### config.mk
export PLATFORM = sky130hd
export DESIGN_NAME = note_sequencer
export DESIGN_NICKNAME = d
export VERILOG_FILES = /design/src/rtl/buzzer_pkg.sv /design/src/rtl/note_sequencer_cmd_fifo.sv /design/src/rtl/note_sequencer.sv
export SDC_FILE = /design/constraint.sdc
export NUM_CORES = 1
export LEC_CHECK = 0
export BUFFER_PORTS_ARGS = -buffer_cell sky130_fd_sc_hd__buf_2
export CORE_MARGIN = 2
export CORE_UTILIZATION = 60
export CTS_CLUSTER_DIAMETER = 80
export DETAILED_ROUTE_END_ITERATION = 12
export PLACE_DENSITY = 0.8
export SYNTH_ARGS = -nofsm -noshare
export SYNTH_HDL_FRONTEND = slang
export SYNTH_SLANG_ARGS = --single-unit
### constraint.sdc
create_clock -name system_clock -period 6.35 [get_ports system_clock]
set_clock_uncertainty 0.2 [all_clocks]
set_input_delay 0 -clock system_clock [delete_from_list [all_inputs] [get_ports system_clock]]
set_output_delay 0 -clock system_clock [all_outputs]
set_load 0.02 [all_outputs]
### src/rtl/buzzer_pkg.sv
// Shared definitions for the buzzer melody path: note periods, note index
// encoding, sequencer state encoding and the note-to-period lookup.
package buzzer_pkg;

  // Tone periods in system clocks for each playable note.
  localparam logic [17:0] PERIOD_DO = 18'd190839;
  localparam logic [17:0] PERIOD_RE = 18'd170067;
  localparam logic [17:0] PERIOD_MI = 18'd151514;
  localparam logic [17:0] PERIOD_FA = 18'd143265;
  localparam logic [17:0] PERIOD_SO = 18'd127550;
  localparam logic [17:0] PERIOD_LA = 18'd113635;
  localparam logic [17:0] PERIOD_XI = 18'd101213;

  // A buffered command is {note[2:0], beats[3:0]}.
  localparam int CMD_W = 7;

  typedef enum logic [2:0] {
    NOTE_REST = 3'd0,
    NOTE_DO   = 3'd1,
    NOTE_RE   = 3'd2,
    NOTE_MI   = 3'd3,
    NOTE_FA   = 3'd4,
    NOTE_SO   = 3'd5,
    NOTE_LA   = 3'd6,
    NOTE_XI   = 3'd7
  } note_e;

  typedef enum logic [1:0] {
    ST_IDLE = 2'd0,
    ST_PLAY = 2'd1,
    ST_GAP  = 2'd2
  } seq_state_e;

  // Map a note index to its period; a rest keeps the current period so the
  // tone generator is not disturbed while silent.
  function automatic logic [17:0] period_lookup(input logic [2:0] note,
                                                input logic [17:0] cur_period);
    logic [17:0] p;
    p = cur_period;
    case (note)
      NOTE_DO: p = PERIOD_DO;
      NOTE_RE: p = PERIOD_RE;
      NOTE_MI: p = PERIOD_MI;
      NOTE_FA: p = PERIOD_FA;
      NOTE_SO: p = PERIOD_SO;
      NOTE_LA: p = PERIOD_LA;
      NOTE_XI: p = PERIOD_XI;
      default: p = cur_period;
    endcase
    return p;
  endfunction

endpackage

### src/rtl/note_sequencer_cmd_fifo.sv
// Synchronous command FIFO for the note sequencer. Show-ahead read: rdata_o
// always presents the oldest entry; pop_i consumes it on the clock edge.
// Simultaneous push and pop are allowed at any non-full occupancy.
module cmd_fifo
  import buzzer_pkg::*;
#(
  parameter int DEPTH = 4,
  parameter int WIDTH = CMD_W
) (
  input  logic             clk_i,
  input  logic             rst_i,
  input  logic             push_i,
  input  logic [WIDTH-1:0] wdata_i,
  input  logic             pop_i,
  output logic [WIDTH-1:0] rdata_o,
  output logic             full_o,
  output logic             empty_o
);

  localparam int AW = $clog2(DEPTH);
  localparam logic [AW:0] CNT_FULL = (AW+1)'(DEPTH);

  logic [WIDTH-1:0] mem_q [DEPTH];
  logic [AW-1:0]    wr_ptr_q;
  logic [AW-1:0]    rd_ptr_q;
  logic [AW:0]      count_q;
  logic             do_push_s;
  logic             do_pop_s;

  assign full_o    = (count_q == CNT_FULL);
  assign empty_o   = (count_q == '0);
  assign do_push_s = push_i && !full_o;
  assign do_pop_s  = pop_i && !empty_o;
  assign rdata_o   = mem_q[rd_ptr_q];

  // Pointer and occupancy bookkeeping; pointers wrap naturally (power-of-2 depth).
  always_ff @(posedge clk_i) begin
    if (rst_i) begin
      wr_ptr_q <= '0;
      rd_ptr_q <= '0;
      count_q  <= '0;
    end else begin
      if (do_push_s) begin
        wr_ptr_q <= wr_ptr_q + AW'(1);
      end
      if (do_pop_s) begin
        rd_ptr_q <= rd_ptr_q + AW'(1);
      end
      case ({do_push_s, do_pop_s})
        2'b10:   count_q <= count_q + (AW+1)'(1);
        2'b01:   count_q <= count_q - (AW+1)'(1);
        default: count_q <= count_q;
      endcase
    end
  end

  // Storage write; contents need no reset because occupancy gates every read.
  always_ff @(posedge clk_i) begin
    if (do_push_s) begin
      mem_q[wr_ptr_q] <= wdata_i;
    end
  end

endmodule

### src/rtl/note_sequencer.sv
// Melody sequencer feeding the buzzer tone generator. Commands {note, beats}
// are buffered in cmd_fifo and played for exactly beats*BEAT_CYCLES clocks.
// Build option NOTE_SEQ_GAP_EN: adds a silent GAP of GAP_CYCLES clocks after
// every note; without it consecutive notes play back-to-back.
module note_sequencer
  import buzzer_pkg::*;
#(
  parameter int BEAT_CYCLES = 12_500_000,
  parameter int GAP_CYCLES  = 1_250_000,
  parameter int FIFO_DEPTH  = 4
) (
  input  logic        system_clock,
  input  logic        system_reset,
  input  logic        cmd_valid,
  output logic        cmd_ready,
  input  logic [2:0]  cmd_note,
  input  logic [3:0]  cmd_beats,
  output logic [17:0] tone_period,
  output logic        tone_en,
  output logic        note_done,
  output logic        busy
);

  localparam int BW = $clog2(BEAT_CYCLES);
  localparam logic [BW-1:0] BEAT_LAST = BW'(BEAT_CYCLES - 1);

`ifdef NOTE_SEQ_GAP_EN
  localparam int GW = (GAP_CYCLES > 1) ? $clog2(GAP_CYCLES) : 1;
  localparam logic [GW-1:0] GAP_LAST = GW'(GAP_CYCLES - 1);

  logic [GW-1:0] gap_cnt_q;
  logic [GW-1:0] gap_cnt_d;
`endif

  seq_state_e    state_q;
  seq_state_e    state_d;
  logic [BW-1:0] beat_cnt_q;
  logic [BW-1:0] beat_cnt_d;
  logic [3:0]    beats_left_q;
  logic [3:0]    beats_left_d;
  logic [17:0]   period_q;
  logic [17:0]   period_d;
  logic          tone_en_q;
  logic          tone_en_d;
  logic          note_done_q;
  logic          note_done_d;
  logic          busy_q;
  logic          busy_d;

  logic          fifo_full_s;
  logic          fifo_empty_s;
  logic [6:0]    fifo_rdata_s;
  logic          push_s;
  logic          pop_s;
  logic          idle_req_s;
  logic          end_note_s;
  logic          load_s;
  logic [2:0]    head_note_s;
  logic [3:0]    head_beats_s;

  // Zero-beat commands are acknowledged but never stored.
  assign cmd_ready    = !fifo_full_s;
  assign push_s       = cmd_valid && !fifo_full_s && (cmd_beats != 4'd0);
  assign head_note_s  = fifo_rdata_s[6:4];
  assign head_beats_s = fifo_rdata_s[3:0];

  cmd_fifo #(
    .DEPTH (FIFO_DEPTH),
    .WIDTH (CMD_W)
  ) u_cmd_fifo (
    .clk_i   (system_clock),
    .rst_i   (system_reset),
    .push_i  (push_s),
    .wdata_i ({cmd_note, cmd_beats}),
    .pop_i   (pop_s),
    .rdata_o (fifo_rdata_s),
    .full_o  (fifo_full_s),
    .empty_o (fifo_empty_s)
  );

  // Next-state decode: beat timing, end-of-note handling and command loading.
  always_comb begin
    state_d      = state_q;
    beat_cnt_d   = beat_cnt_q;
    beats_left_d = beats_left_q;
    period_d     = period_q;
    tone_en_d    = tone_en_q;
    idle_req_s   = 1'b0;
    end_note_s   = 1'b0;
`ifdef NOTE_SEQ_GAP_EN
    gap_cnt_d    = gap_cnt_q;
`endif

    case (state_q)
      ST_IDLE: begin
        idle_req_s = 1'b1;
      end
      ST_PLAY: begin
        if (beat_cnt_q == BEAT_LAST) begin
          beat_cnt_d = '0;
          if (beats_left_q == 4'd1) begin
`ifdef NOTE_SEQ_GAP_EN
            state_d   = ST_GAP;
            tone_en_d = 1'b0;
            gap_cnt_d = '0;
`else
            end_note_s = 1'b1;
`endif
          end else begin
            beats_left_d = beats_left_q - 4'd1;
          end
        end else begin
          beat_cnt_d = beat_cnt_q + BW'(1);
        end
      end
`ifdef NOTE_SEQ_GAP_EN
      ST_GAP: begin
        if (gap_cnt_q == GAP_LAST) begin
          end_note_s = 1'b1;
        end else begin
          gap_cnt_d = gap_cnt_q + GW'(1);
        end
      end
`endif
      default: begin
        state_d   = ST_IDLE;
        tone_en_d = 1'b0;
      end
    endcase

    // A waiting command is loaded on the same edge a note ends, so there is
    // no idle cycle between buffered notes.
    load_s = (idle_req_s || end_note_s) && !fifo_empty_s;
    pop_s  = load_s;

    if (load_s) begin
      state_d      = ST_PLAY;
      period_d     = period_lookup(head_note_s, period_q);
      beats_left_d = head_beats_s;
      beat_cnt_d   = '0;
      tone_en_d    = (head_note_s != NOTE_REST);
    end else if (end_note_s) begin
      state_d   = ST_IDLE;
      tone_en_d = 1'b0;
    end else begin
      state_d = state_d;
    end

    // Registered outputs are computed from next-state values so they line up
    // with the cycle they describe.
    note_done_d = (state_d == ST_PLAY) && (beats_left_d == 4'd1) &&
                  (beat_cnt_d == BEAT_LAST);
    busy_d      = (state_d != ST_IDLE) || push_s;
  end

  // State and output registers with synchronous reset.
  always_ff @(posedge system_clock) begin
    if (system_reset) begin
      state_q      <= ST_IDLE;
      beat_cnt_q   <= '0;
      beats_left_q <= 4'd0;
      period_q     <= PERIOD_DO;
      tone_en_q    <= 1'b0;
      note_done_q  <= 1'b0;
      busy_q       <= 1'b0;
`ifdef NOTE_SEQ_GAP_EN
      gap_cnt_q    <= '0;
`endif
    end else begin
      state_q      <= state_d;
      beat_cnt_q   <= beat_cnt_d;
      beats_left_q <= beats_left_d;
      period_q     <= period_d;
      tone_en_q    <= tone_en_d;
      note_done_q  <= note_done_d;
      busy_q       <= busy_d;
`ifdef NOTE_SEQ_GAP_EN
      gap_cnt_q    <= gap_cnt_d;
`endif
    end
  end

  assign tone_period = period_q;
  assign tone_en     = tone_en_q;
  assign note_done   = note_done_q;
  assign busy        = busy_q;

endmodule

==> run_summary.xml <==
<?xml version="1.0" encoding="UTF-8"?>
<metrics>
  <group name="logic_synthesis">
    <metric name="synth_instances" unit="">409</metric>
    <metric name="share_of_flip_flops_with_an_asynchronous_set_or_reset_after_synthesis" unit="%">0</metric>
    <metric name="synth_ff_type" unit="">dfxtp_1</metric>
    <metric name="netlist.top_cell.by_area" unit="">dfxtp_1</metric>
    <metric name="synthesis.yosys.warnings" unit="">0</metric>
    <metric name="netlist_top_cells_area" unit="">dfxtp_1 29%, edfxtp_1 21%, nor2_1 5.5%</metric>
    <metric name="flip_flop_and_latch_count_after_synthesis" unit="">87</metric>
    <metric name="synth.yosys.seq_area_share" unit="%">50.3</metric>
    <metric name="synth_enable_flop_cells" unit="">28</metric>
    <metric name="post_synth_num_cell_types" unit="">52</metric>
    <metric name="synthDominantCellAreaShare" unit="%">29.4</metric>
    <metric name="synth_common_cells" unit="">59 x dfxtp_1, 59 x nor2_1, 28 x edfxtp_1, 27 x nand2_1, 20 x a21oi_1</metric>
    <metric name="synth.net_count" unit="">428</metric>
    <metric name="synth_area" unit="µm²">4020</metric>
    <metric name="avg_synthesized_cell_area" unit="µm²">9.82</metric>
  </group>
  <group name="flow_run">
    <metric name="max-cap-violations" unit="">0</metric>
  </group>
  <group name="timing">
    <metric name="fin_tns_setup" unit="ps">0</metric>
    <metric name="rsz0062_at_grt" unit="">false</metric>
    <metric name="timing_worst_slew_pin_value" unit="ps">671</metric>
    <metric name="hold_viol_final" unit="">0</metric>
    <metric name="min_period_over_period" unit="%">56.0</metric>
    <metric name="max_clock_freq" unit="GHz">0.281</metric>
    <metric name="finalSetupViolations" unit="">0</metric>
    <metric name="slew-limit-headroom" unit="%">54.9</metric>
    <metric name="layout_min_cycle_time" unit="ps">3560</metric>
    <metric name="slew_viol_final" unit="">0</metric>
  </group>
  <group name="global_routing">
    <metric name="grt_antenna_before_repair" unit="">0</metric>
    <metric name="grt_util_all_layers" unit="%">24.4</metric>
    <metric name="grt_first_pass_wirelength" unit="µm">13900</metric>
    <metric name="pin_count_of_the_biggest_net_entering_global_routing" unit="">25</metric>
    <metric name="via_count_of_the_first_global_routing_pass" unit="">2870</metric>
    <metric name="grt.overflow.total" unit="">0</metric>
  </group>
  <group name="setup_path">
    <metric name="path_cells" unit="">or3b_1, or4_1, o31a_4, inv_4, ha_1, inv_1, fa_1, xor2_1, or3_1, a21oi_1</metric>
    <metric name="data_required_time_of_the_worst_path" unit="ps">6450</metric>
    <metric name="critical_path_arrival" unit="ps">3660</metric>
    <metric name="kind_of_end_point_of_the_critical_path" unit="">register</metric>
    <metric name="cp_top_family" unit="">simple AND/OR/NAND/NOR gates</metric>
    <metric name="worstPathBufferInverterCount" unit="">2</metric>
    <metric name="startpoint_type" unit="">register</metric>
    <metric name="critical_path.slowest_cell" unit="">or4_1</metric>
    <metric name="crit_fanout" unit="">19</metric>
    <metric name="critPathKind" unit="">register to register</metric>
    <metric name="worst_path_largest_cell_delay" unit="ps">670</metric>
  </group>
  <group name="placement">
    <metric name="place.port_buffers" unit="">31</metric>
    <metric name="gp_routability_congestion" unit="">0.935</metric>
    <metric name="hpwlAfterDp" unit="µm">5740</metric>
  </group>
  <group name="die">
    <metric name="die_y" unit="µm">85.8</metric>
    <metric name="placementRows" unit="">29</metric>
    <metric name="pin_count" unit="">32</metric>
    <metric name="core_area" unit="µm²">6420</metric>
    <metric name="die_area" unit="µm²">7370</metric>
    <metric name="die_x" unit="µm">85.8</metric>
    <metric name="starting_utilization_of_the_core_area" unit="%">62.6</metric>
  </group>
  <group name="cells_and_area">
    <metric name="regArea" unit="µm²">2020</metric>
    <metric name="finalNetCount" unit="">457</metric>
    <metric name="multi_input_area" unit="µm²">1830</metric>
    <metric name="antenna_cells" unit="">0</metric>
    <metric name="layout.core_utilization" unit="%">69.5</metric>
    <metric name="area_growth_syn_to_layout" unit="%">11.1</metric>
    <metric name="drive_above_1_share" unit="%">14.2</metric>
    <metric name="n_fill_cell" unit="">484</metric>
  </group>
  <group name="power_and_ir_drop">
    <metric name="leakagePower" unit="nW">1.55</metric>
    <metric name="power_density" unit="nW/µm²">347</metric>
    <metric name="ir_worst_vdd" unit="mV">0.215</metric>
  </group>
  <group name="clock_network">
    <metric name="tritoncts" unit="">built</metric>
    <metric name="cts-resized-gates" unit="">0</metric>
    <metric name="number_of_levels_in_the_clock_h_tree" unit="">3</metric>
    <metric name="clock_slew_seen_by_the_registers_of_the_worst_setup_and_hold_paths" unit="ps">100</metric>
    <metric name="cts.path.max_buffers" unit="">2</metric>
    <metric name="numCtsBuffers" unit="">9</metric>
    <metric name="cts_root_buffer" unit="">clkbuf_8</metric>
    <metric name="clock_sink_count" unit="">87</metric>
    <metric name="cts.repair_timing.setup_buffer_count" unit="">0</metric>
    <metric name="insertion_delay" unit="ps">370</metric>
  </group>
  <group name="routing">
    <metric name="drc" unit="">3</metric>
    <metric name="via_count" unit="">3095</metric>
    <metric name="route.detailed.wl_per_inst" unit="µm">16.1</metric>
    <metric name="routed_via_density" unit="">5.95</metric>
    <metric name="iteration_0_drc_count_of_the_detailed_router" unit="">216</metric>
    <metric name="ant_nets" unit="">0</metric>
    <metric name="detailedRoute.firstPassIterationCount" unit="">10</metric>
    <metric name="wirelength" unit="µm">8380</metric>
  </group>
  <group name="worst_hold_path">
    <metric name="holdCritPathClass" unit="">primary input to register</metric>
  </group>
  <group name="run_status">
    <metric name="violations" unit="">DRC</metric>
    <metric name="status" unit="">finished, violations left</metric>
  </group>
</metrics>
## worst reg2reg max path: cells and delay by family (launching register included)
kind,cells,cell delay (ps)
AO/OA/AOI/OAI,2,550
adder cells (fa/ha/maj),2,600
AND/OR/NAND/NOR,3,1380
flip-flops,1,370
buffers and inverters,2,250
XOR/XNOR,1,150
## final timing paths
check	slack [ps]	end	from	cells after the start
hold / removal	190	u_cmd_fifo.mem_q[1][5]	cmd_note[1]	2
hold reg to reg	250	tone_period[10]	tone_period[10]	2
setup / recovery	2790	u_cmd_fifo.count_q[2]	beat_cnt_q[14]	10
setup reg to reg	2790	u_cmd_fifo.count_q[2]	beat_cnt_q[14]	10
## through the flow
step | hold WS [ps] | area [µm²] | setup slack [ps] | power (mW) | cells
finish | 186 | 4460 | 2790 | 1.55 | 520
detailed placement | 15.8 | 4170 | 2830 | 1.17 | 495
global route | 176 | 4460 | 2610 | 1.64 | 520
CTS | 151 | 4460 | 2810 | 1.55 | 520
floorplan | -124 | 4020 | 3040 | 1.06 | 409
global placement | 13.5 | 4170 | 2910 | 1.15 | 495
## placed cells by master, fill, tap and decap left out, types with 3 or more instances in the layout
cell / n
a21oi_1: 20
a22oi_1: 3
and2_1: 4
and3_1: 3
and4_1: 3
buf_2: 31
clkbuf_8: 9
dfxtp_1: 59
dlygate4sd3_1: 9
edfxtp_1: 28
ha_1: 8
inv_1: 16
inv_8: 3
mux2i_1: 4
mux4_2: 7
nand2_1: 27
nand2b_1: 6
nand3_1: 14
nand4_1: 13
nand4b_1: 5
nor2_1: 59
nor3_1: 9
nor3b_1: 3
nor4_1: 6
o21ai_0: 14
o22ai_1: 7
or2_2: 3
or3_1: 6
or4_1: 5
xnor2_1: 17
xor2_1: 11
## report_power, final
part           switching, mW  internal [mW]
Sequential            0.0586          0.650
Clock                  0.225          0.157
Combinational          0.280          0.179
Total                  0.563          0.985
## cell type report
type | instances | share of cell area (%)
Tap cell | 77 | 2.16
Clock inverter | 7 | 1.71
Clock buffer | 9 | 2.77
Inverter | 17 | 1.49
Sequential cell | 87 | 45.3
Timing Repair Buffer | 41 | 5.66
Multi-Input combinational cell | 282 | 40.9
## cell families after synthesis
| kind of cell | Yosys count | share of synthesized area [%] |
|---|---|---|
| muxes | 13 | 5.48 |
| and+or+nand+nor | 174 | 22.1 |
| xor gates and xnor gates | 28 | 6.10 |
| adders and majority gates | 9 | 2.99 |
| other | 1 | 0.0933 |
| DFF | 87 | 50.3 |
| buffers and inverters | 40 | 4.20 |
| AOI/OAI and AO/OA | 57 | 8.66 |
## state kept, by name, summed over array words and instances, names as in the netlist, named ones only
| signal | flops |
|---|---|
| u_cmd_fifo.rd_ptr_q | 2 |
| tone_period | 17 |
| tone_en | 1 |
| u_cmd_fifo.count_q | 3 |
| note_done | 1 |
| u_cmd_fifo.wr_ptr_q | 2 |
| u_cmd_fifo.mem_q | 28 |
| busy | 1 |
| state_q | 2 |
| beat_cnt_q | 24 |
| beats_left_q | 4 |
## per-layer routing
metal	vias to the layer above	GRT usage, %	share of wire (%)
met5	-	0	0
met4	0	10.7	2.6
met3	19	5.68	4.4
met2	86	39.4	49
met1	1482	31.6	44
li1	1508	-	-
## timing repair
action | 4_1_cts | 5_1_grt
setup endpoints to repair | 0 | 0
hold endpoints to repair | 52 | 0
hold buffers | 9 | 0
Note: power is estimated with default switching activity, not from simulation.
